$ cat config.mk
export PLATFORM = sky130hd
export DESIGN_NAME = multicycle_control
export DESIGN_NICKNAME = d
export VERILOG_FILES = /design/src/rtl/multicycle_control.sv
export SDC_FILE = /design/constraint.sdc
export NUM_CORES = 1
export LEC_CHECK = 0
export ABC_AREA = 0
export CAP_MARGIN = 20
export CORE_ASPECT_RATIO = 1.4
export CORE_MARGIN = 2
export CORE_UTILIZATION = 30
export CTS_BUF_LIST = sky130_fd_sc_hd__clkbuf_4
export DETAILED_ROUTE_END_ITERATION = 6
export PLACE_DENSITY = 0.71
export SYNTH_ARGS = -nofsm -noshare
export SYNTH_HDL_FRONTEND = slang
export SYNTH_SLANG_ARGS = --single-unit
$ cat constraint.sdc
create_clock -name clk -period 1.42 [get_ports clk]
set_clock_uncertainty 0.15 [all_clocks]
set_input_delay 0.284 -clock clk [delete_from_list [all_inputs] [get_ports clk]]
set_output_delay 0.284 -clock clk [all_outputs]
set_load 0.02 [all_outputs]
$ cat src/rtl/multicycle_control.sv
// Multi-cycle MIPS main controller: Moore sequencer driving the shared-memory datapath,
// with a memory-ready handshake, minimum memory wait and an illegal-opcode trap.
module multicycle_control #(
  parameter int MEM_WAIT = 0,
  parameter bit TRAP_EN  = 1'b1
) (
  input  logic       clk,
  input  logic       reset,
  input  logic [5:0] op,
  input  logic [5:0] funct,
  input  logic       mem_ready,
  output logic       pc_write,
  output logic       pc_write_cond_eq,
  output logic       pc_write_cond_ne,
  output logic       ir_write,
  output logic       reg_write,
  output logic       mem_read,
  output logic       mem_write,
  output logic       i_or_d,
  output logic       alu_src_a,
  output logic [1:0] alu_src_b,
  output logic [1:0] alu_op,
  output logic [1:0] pc_source,
  output logic [1:0] reg_dest,
  output logic [1:0] mem_to_reg,
  output logic       illegal,
  output logic [3:0] state
);
  // state  | meaning
  // FETCH  | read instruction, PC+4 (memory state)
  // DECODE | register read, branch target in ALUOut
  // MEMADR | lw/sw effective address
  // MEMRD  | data read (memory state)
  // MEMWB  | load write-back
  // MEMWR  | data write (memory state)
  // EXEC   | R-type ALU operation
  // RWB    | R-type write-back
  // ADDIEX | addi ALU operation
  // ADDIWB | addi write-back
  // BRANCH | beq/bne compare and conditional PC write
  // JUMP   | j/jal, jal links $31
  // JR     | PC <- regA
  // TRAP   | unknown opcode, held until reset
  localparam logic [3:0] S_FETCH  = 4'd0;
  localparam logic [3:0] S_DECODE = 4'd1;
  localparam logic [3:0] S_MEMADR = 4'd2;
  localparam logic [3:0] S_MEMRD  = 4'd3;
  localparam logic [3:0] S_MEMWB  = 4'd4;
  localparam logic [3:0] S_MEMWR  = 4'd5;
  localparam logic [3:0] S_EXEC   = 4'd6;
  localparam logic [3:0] S_RWB    = 4'd7;
  localparam logic [3:0] S_ADDIEX = 4'd8;
  localparam logic [3:0] S_ADDIWB = 4'd9;
  localparam logic [3:0] S_BRANCH = 4'd10;
  localparam logic [3:0] S_JUMP   = 4'd11;
  localparam logic [3:0] S_JR     = 4'd12;
  localparam logic [3:0] S_TRAP   = 4'd15;

  localparam logic [5:0] OP_RTYPE = 6'b000000;
  localparam logic [5:0] OP_LW    = 6'b100011;
  localparam logic [5:0] OP_SW    = 6'b101011;
  localparam logic [5:0] OP_ADDI  = 6'b001000;
  localparam logic [5:0] OP_J     = 6'b000010;
  localparam logic [5:0] OP_JAL   = 6'b000011;
  localparam logic [5:0] OP_BEQ   = 6'b000100;
  localparam logic [5:0] OP_BNE   = 6'b000101;
  localparam logic [5:0] FN_JR    = 6'b001000;

  // A zero wait still needs a 1-bit counter so the compare stays well formed.
  localparam int CW = (MEM_WAIT > 0) ? $clog2(MEM_WAIT + 1) : 1;
  localparam logic [CW-1:0] WAIT_MAX = CW'(MEM_WAIT);

  logic [3:0]    state_q;
  logic [3:0]    state_d;
  logic [CW-1:0] wait_cnt;
  logic          mem_state;
  logic          mem_done;

  assign mem_state = (state_q == S_FETCH) || (state_q == S_MEMRD) || (state_q == S_MEMWR);
  assign mem_done  = mem_state && (wait_cnt == WAIT_MAX) && mem_ready;

  always_comb begin
    state_d = state_q;
    case (state_q)
      S_FETCH:  if (mem_done) state_d = S_DECODE;
      S_DECODE: begin
        case (op)
          OP_LW, OP_SW:    state_d = S_MEMADR;
          OP_RTYPE:        state_d = (funct == FN_JR) ? S_JR : S_EXEC;
          OP_ADDI:         state_d = S_ADDIEX;
          OP_BEQ, OP_BNE:  state_d = S_BRANCH;
          OP_J, OP_JAL:    state_d = S_JUMP;
          default:         state_d = TRAP_EN ? S_TRAP : S_FETCH;
        endcase
      end
      S_MEMADR: state_d = (op == OP_SW) ? S_MEMWR : S_MEMRD;
      S_MEMRD:  if (mem_done) state_d = S_MEMWB;
      S_MEMWR:  if (mem_done) state_d = S_FETCH;
      S_EXEC:   state_d = S_RWB;
      S_ADDIEX: state_d = S_ADDIWB;
      S_TRAP:   state_d = S_TRAP;
      default:  state_d = S_FETCH;
    endcase
  end

  always_ff @(posedge clk) begin
    if (reset) begin
      state_q  <= S_FETCH;
      wait_cnt <= '0;
    end else begin
      state_q <= state_d;
      if (state_d != state_q)
        wait_cnt <= '0;
      else if (mem_state && (wait_cnt != WAIT_MAX))
        wait_cnt <= wait_cnt + CW'(1);
    end
  end

  always_comb begin
    pc_write         = 1'b0;
    pc_write_cond_eq = 1'b0;
    pc_write_cond_ne = 1'b0;
    ir_write         = 1'b0;
    reg_write        = 1'b0;
    mem_read         = 1'b0;
    mem_write        = 1'b0;
    i_or_d           = 1'b0;
    alu_src_a        = 1'b0;
    alu_src_b        = 2'd0;
    alu_op           = 2'b00;
    pc_source        = 2'd0;
    reg_dest         = 2'd0;
    mem_to_reg       = 2'd0;
    illegal          = 1'b0;
    if (reset) begin
      alu_src_b = 2'd1;
    end else begin
      case (state_q)
        S_FETCH: begin
          mem_read  = 1'b1;
          alu_src_b = 2'd1;
          ir_write  = mem_done;
          pc_write  = mem_done;
        end
        S_DECODE: alu_src_b = 2'd3;
        S_MEMADR: begin
          alu_src_a = 1'b1;
          alu_src_b = 2'd2;
        end
        S_MEMRD: begin
          mem_read = 1'b1;
          i_or_d   = 1'b1;
        end
        S_MEMWB: begin
          reg_write  = 1'b1;
          mem_to_reg = 2'd1;
        end
        S_MEMWR: begin
          mem_write = 1'b1;
          i_or_d    = 1'b1;
        end
        S_EXEC: begin
          alu_src_a = 1'b1;
          alu_op    = 2'b10;
        end
        S_RWB: begin
          reg_write = 1'b1;
          reg_dest  = 2'd1;
        end
        S_ADDIEX: begin
          alu_src_a = 1'b1;
          alu_src_b = 2'd2;
        end
        S_ADDIWB: reg_write = 1'b1;
        S_BRANCH: begin
          alu_src_a        = 1'b1;
          alu_op           = 2'b01;
          pc_source        = 2'd1;
          pc_write_cond_eq = (op == OP_BEQ);
          pc_write_cond_ne = (op == OP_BNE);
        end
        S_JUMP: begin
          pc_write  = 1'b1;
          pc_source = 2'd2;
          if (op == OP_JAL) begin
            reg_write  = 1'b1;
            reg_dest   = 2'd2;
            mem_to_reg = 2'd2;
          end
        end
        S_JR: begin
          pc_write  = 1'b1;
          pc_source = 2'd3;
        end
        S_TRAP:  illegal = 1'b1;
        default: ;
      endcase
    end
  end

  assign state = state_q;

endmodule

=== Word level (Yosys, flattened, before mapping) ===
Cells that the tools add are included.

* Add/sub/neg operators: 1
* Eq/ne operators: 22
* Multiplexer cells: 39
* Bitwise logic cells: 1
* Reduce and logical (&&, ||, !) cells: 17

{| class="wikitable"
|+ Operators with widths
! cell !! number
|-
| 4-bit case mux with 8 select lines || 1
|-
| 4-bit equality test (second input constant) || 6
|-
| 4-bit case mux with 5 select lines || 1
|-
| 1-bit 2-to-1 mux || 19
|-
| 4-bit by 3-bit equality test with 1-bit output (second input constant) || 4
|-
| 4-bit 2-to-1 mux || 4
|-
| 2-bit OR reduction || 8
|-
| 6-bit by 2-bit equality test with 1-bit output (second input constant) || 2
|-
| 6-bit by 3-bit equality test with 1-bit output (second input constant) || 2
|-
| 6-bit by 4-bit equality test with 1-bit output (second input constant) || 2
|-
| 6-bit equality test (second input constant) || 2
|-
| 2-bit 2-to-1 mux || 6
|-
| 2-bit case mux with 2 select lines || 3
|-
| 2-bit case mux with 3 select lines || 2
|-
| 4-bit by 2-bit equality test with 1-bit output (second input constant) || 2
|-
| 6-bit logical NOT || 1
|-
| 4-bit by 1-bit equality test with 1-bit output (second input constant) || 1
|-
| 4-bit logical NOT || 1
|-
| 4-bit != test || 1
|-
| 1-bit case mux with 2 select lines || 2
|-
| 4-bit OR reduction || 1
|-
| 1-bit logical AND || 3
|-
| 3-bit 2-to-1 mux || 1
|-
| 3-bit OR reduction || 1
|-
| 3 further kinds || 4
|}

* Register bits: 5
* Bits of input ports: 15
* Output and inout port bits: 24
* Logic and storage cells: 82

=== Logic depth before layout (Yosys ltp) ===
* Depth in word-level cells: 9
* Depth in mapped cells: 6
* Mapped depth without buffers: 5

=== Least setup slack after synthesis ===
No wires, ideal clock.

* Path type: register to output
* Start point: register state_q[2] (netlist: state[2])
* End point: output port i_or_d
* Arrival time: 1524 ps
* Required time: 986 ps
* Slack: -538 ps
* Stages on the path, launching flop included: 5
* Buffers on the path: 2
* Path through: dfxtp_1 -> buf_4 -> buf_4 -> xnor2_1 -> nor4_1

* Longest elaborated chain between the ends: 4

{| class="wikitable"
|+ Ends and longest elaborated chain
! element !! RTL line !! RTL
|-
| from (decl) || 73 || <nowiki>logic [3:0] state_q;</nowiki>
|-
| from (signal assigned) || 111 || <nowiki>state_q <= state_d;</nowiki>
|-
| 4-bit by 2-bit equality test with 1-bit output / 4-bit by 3-bit equality test with 1-bit output (equally long branches) || 138 || <nowiki>case (state_q)</nowiki>
|-
| 2-bit OR reduction (no source line) (*) || n/a ||
|-
| 1-bit 2-to-1 mux (*) || 138 ||
|-
| 1-bit 2-to-1 mux (*) || 135 || <nowiki>if (reset) begin</nowiki>
|-
| to (decl) || 19 || <nowiki>output logic i_or_d,</nowiki>
|}

Every way passes the cells marked *; elsewhere a longest branch is shown, timed or not.

=== Worst setup path after layout ===
* Start point: register state_q[2] (netlist: state[2])
* End point: output port reg_write

* Longest elaborated chain between the ends: 4

{| class="wikitable"
|+ Ends and longest elaborated chain
! element !! RTL line !! RTL
|-
| 4-bit by 3-bit equality test with 1-bit output / 4-bit equality test (equally long branches) || 138 ||
|-
| 3-bit OR reduction (no source line) || n/a ||
|-
| 1-bit case mux with 2 select lines (*) || 138 ||
|-
| 1-bit 2-to-1 mux (*) || 135 ||
|-
| to (decl) || 16 || <nowiki>output logic reg_write,</nowiki>
|}

Marks and branches as above.

==> summary.txt <==
Logic synthesis
  – Yosys reg bits: 5
  – Syn Area/Cell: 6.53 µm²
  – Asr flop ratio synth: 0%
  – Post-synth EDFFs: 0
  – Post-synthesis cell count: 105
  – Ys flop type: dfxtp_1
  – Sequential area share after synthesis: 14.6%
  – Syn Std Cell Area: 686 µm²
  – Synth Net Count: 120
  – Synth unique cells: 41
  – Total number of yosys warnings: 0

Worst setup path
  – CP Cell Sequence: buf_8 > nand3_1 > o21ai_1 > a32oi_2 > o21bai_4 > buf_6
  – CP Launch Type: register
  – WS Path Type: reg -> out
  – Crit path largest cell delay: 380 ps
  – Cell family with most CP delay: compound AO/OA/AOI/OAI gates
  – Critical Path Slowest Stage Cell: dfxtp_4
  – Critical Path AT: 1430 ps
  – Worst R2R Setup Slack: -110 ps
  – Crit path capture type: output pin
  – CP bufs+invs: 2
  – CP required: 990 ps
  – Critical Path Fanout Max: 5

GRT
  – First-pass GRT wire length: 5.25 mm
  – Initial antenna violation count: 0
  – Vias in the first global route: 1234
  – Tot GR Track Use: 26.4%
  – Total congestion overflow: 0
  – Largest net degree at the start of global routing: 13

Flow run
  – Max_cap viols: 0

Cells and area
  – Cell area after layout: 1930 µm²
  – Layout area overhead: 182%
  – Final instance count without filler cells: 216
  – Antenna diode count: 0
  – Nets: 210
  – Layout cell share with drive strength beyond 1: 73.7%
  – Final Util: 88.7%

Outcome
  – Status: finished, violations left
  – Violated checks: negative setup slack

Place
  – Placed cell count: 197
  – Placed cell area: 1490 µm²
  – PortBufs: 38
  – DP HPWL: 2.26 mm
  – RD Place Congestion: 0.906

Pwr
  – Peak supply drop: 997 µV
  – Final Power: 0.00318 W
  – PD cells: 1650 nW/µm²
  – Cell leakage power: 0.851 nW

Die
  – Die area: 2690 µm²
  – Core area: 2180 µm²
  – Ports: 39
  – Die width: 44.4 µm
  – FP Rows: 20
  – Initial Util: 31.5%
  – Die Y: 60.6 µm

Routing
  – Residual DRC: 0
  – Post-DR vias/cell: 5.63
  – Post-Route WL: 4.04 mm
  – Post-route ant nets: 0
  – Drt initial violations: 33
  – DR pass1 iterations: 4
  – Avg WL per Cell: 18.7 µm
  – Via count: 1215

STA
  – Part of the cycle the worst path needs: 131%
  – Final setup fails: 26
  – Final WS setup: -444 ps
  – Fmax: 0.536 GHz
  – Worst rel slew slack: 78.9%
  – Slew @ Worst Pin: 314 ps
  – Minimum clock period: 1860 ps
  – Hold Fails Final Rpt: 0
  – Max Transition Viols Final: 0
  – RSZ-0062 raised after global routing: true

Clocking
  – Clock Tree Buf Depth: 2
  – CTS tree: yes
  – CTS Sinks: 5
  – Root Buffer: clkbuf_4
  – Clock Pin Slew Worst Setup and Hold Paths: 50 ps
  – CTS H-tree depth: 1
  – Worst-skew pair later-pin latency: 260 ps
  – TritonCTS Buffers: 3
  – # hold bufs at CTS: 0

Worst hold path
  – Min-delay worst type: in -> reg
## layout make-up
| class | instances | area (µm²) |
|---|---|---|
| clock buffer | 4 | 30.0 |
| fill | 101 | 245 |
| inverter | 4 | 17.5 |
| multi-input combinational | 89 | 855 |
| sequential | 5 | 116 |
| tap | 22 | 27.5 |
| timing repair buffer | 92 | 886 |
## power by group
part | total, W | switching, W | internal [W]
clock | 0.000197 | 0.0000710 | 0.000126
combinational | 0.00263 | 0.00130 | 0.00133
sequential | 0.000357 | 0.000140 | 0.000217
total | 0.00318 | 0.00151 | 0.00167
## repair_timing
item                       in CTS  in global routing
setup buffers                  10                  7
pin swaps                      16                 25
setup endpoints to repair      28                 28
gates resized for setup       178                 48
gates cloned                    1                  0
## cells in the mapped netlist, types with 2 or more instances
| cell | count | area (µm²) |
|---|---|---|
| nor2_1 | 14 | 52.6 |
| nand2_1 | 11 | 41.3 |
| nand3_1 | 7 | 35.0 |
| o21ai_0 | 7 | 35.0 |
| a21oi_1 | 6 | 30.0 |
| nor3_1 | 6 | 30.0 |
| buf_4 | 5 | 37.5 |
| dfxtp_1 | 5 | 100 |
| and3_1 | 3 | 18.8 |
| inv_1 | 3 | 11.3 |
| nand2b_1 | 3 | 18.8 |
| a21boi_0 | 2 | 15.0 |
| a31oi_1 | 2 | 12.5 |
| and2_1 | 2 | 12.5 |
| nor3_2 | 2 | 20.0 |
| or2_1 | 2 | 12.5 |
## registers in the layout (all words and copies together), names as in the netlist
register,flops
wait_cnt,1
state,4
## through the flow
step / TNS (ps) / hold WS (ps) / setup slack [ps]
2_1_floorplan: -1280 / 300 / -185
3_3_place_gp: -19580 / 314 / -971
3_5_place_dp: -20120 / 320 / -1040
4_1_cts: -6340 / 362 / -373
5_1_grt: -8120 / 387 / -476
6_report: -7160 / 358 / -444
## layer usage
layer	share of wire [%]	track usage, %	wire (µm)
met1	33	24.7	1340
met2	58	53.8	2350
met3	4.4	4.76	178
met4	4.0	10.8	162
met5	0	0	0
## cell families after synthesis
kind of cell,share of synthesized area (%)
XOR/XNOR,2.56
multiplexers,1.46
AO/OA/AOI/OAI,24.1
flip-flops,14.6
buffers and inverters,10.0
AND/OR/NAND/NOR,47.3
## layout by cell type, fill, tap and decap left out, types with 3 or more instances in the layout
cell and instances:
nand2_1 4, nor2_2 5, nor2_1 4, a21oi_2 3
clkdlybuf4s50_1 6, nor2_4 5, and3_4 4, o21ai_1 4
nand2_4 5, nand3_1 5, nor3_4 4, buf_4 38
clkbuf_4 4, or2_4 3, buf_6 35, nor3_2 3
dlygate4sd2_1 5, dfxtp_4 4
## tightest hold or removal path, cell delays in order
cell and delay [ps]:
clkbuf_2 110, buf_6 130, a21oi_4 50, nand2_1 60
o21ai_1 70
## final timing paths
check | cells after the start | from | endpoint
worst max-delay path | 6 | state[2] | reg_write
worst max register to register | 5 | state[2] | state[1]
worst min-delay path | 5 | op[5] | state[3]
worst min register to register | 1 | wait_cnt | wait_cnt
(Power assumes the default switching activity.)
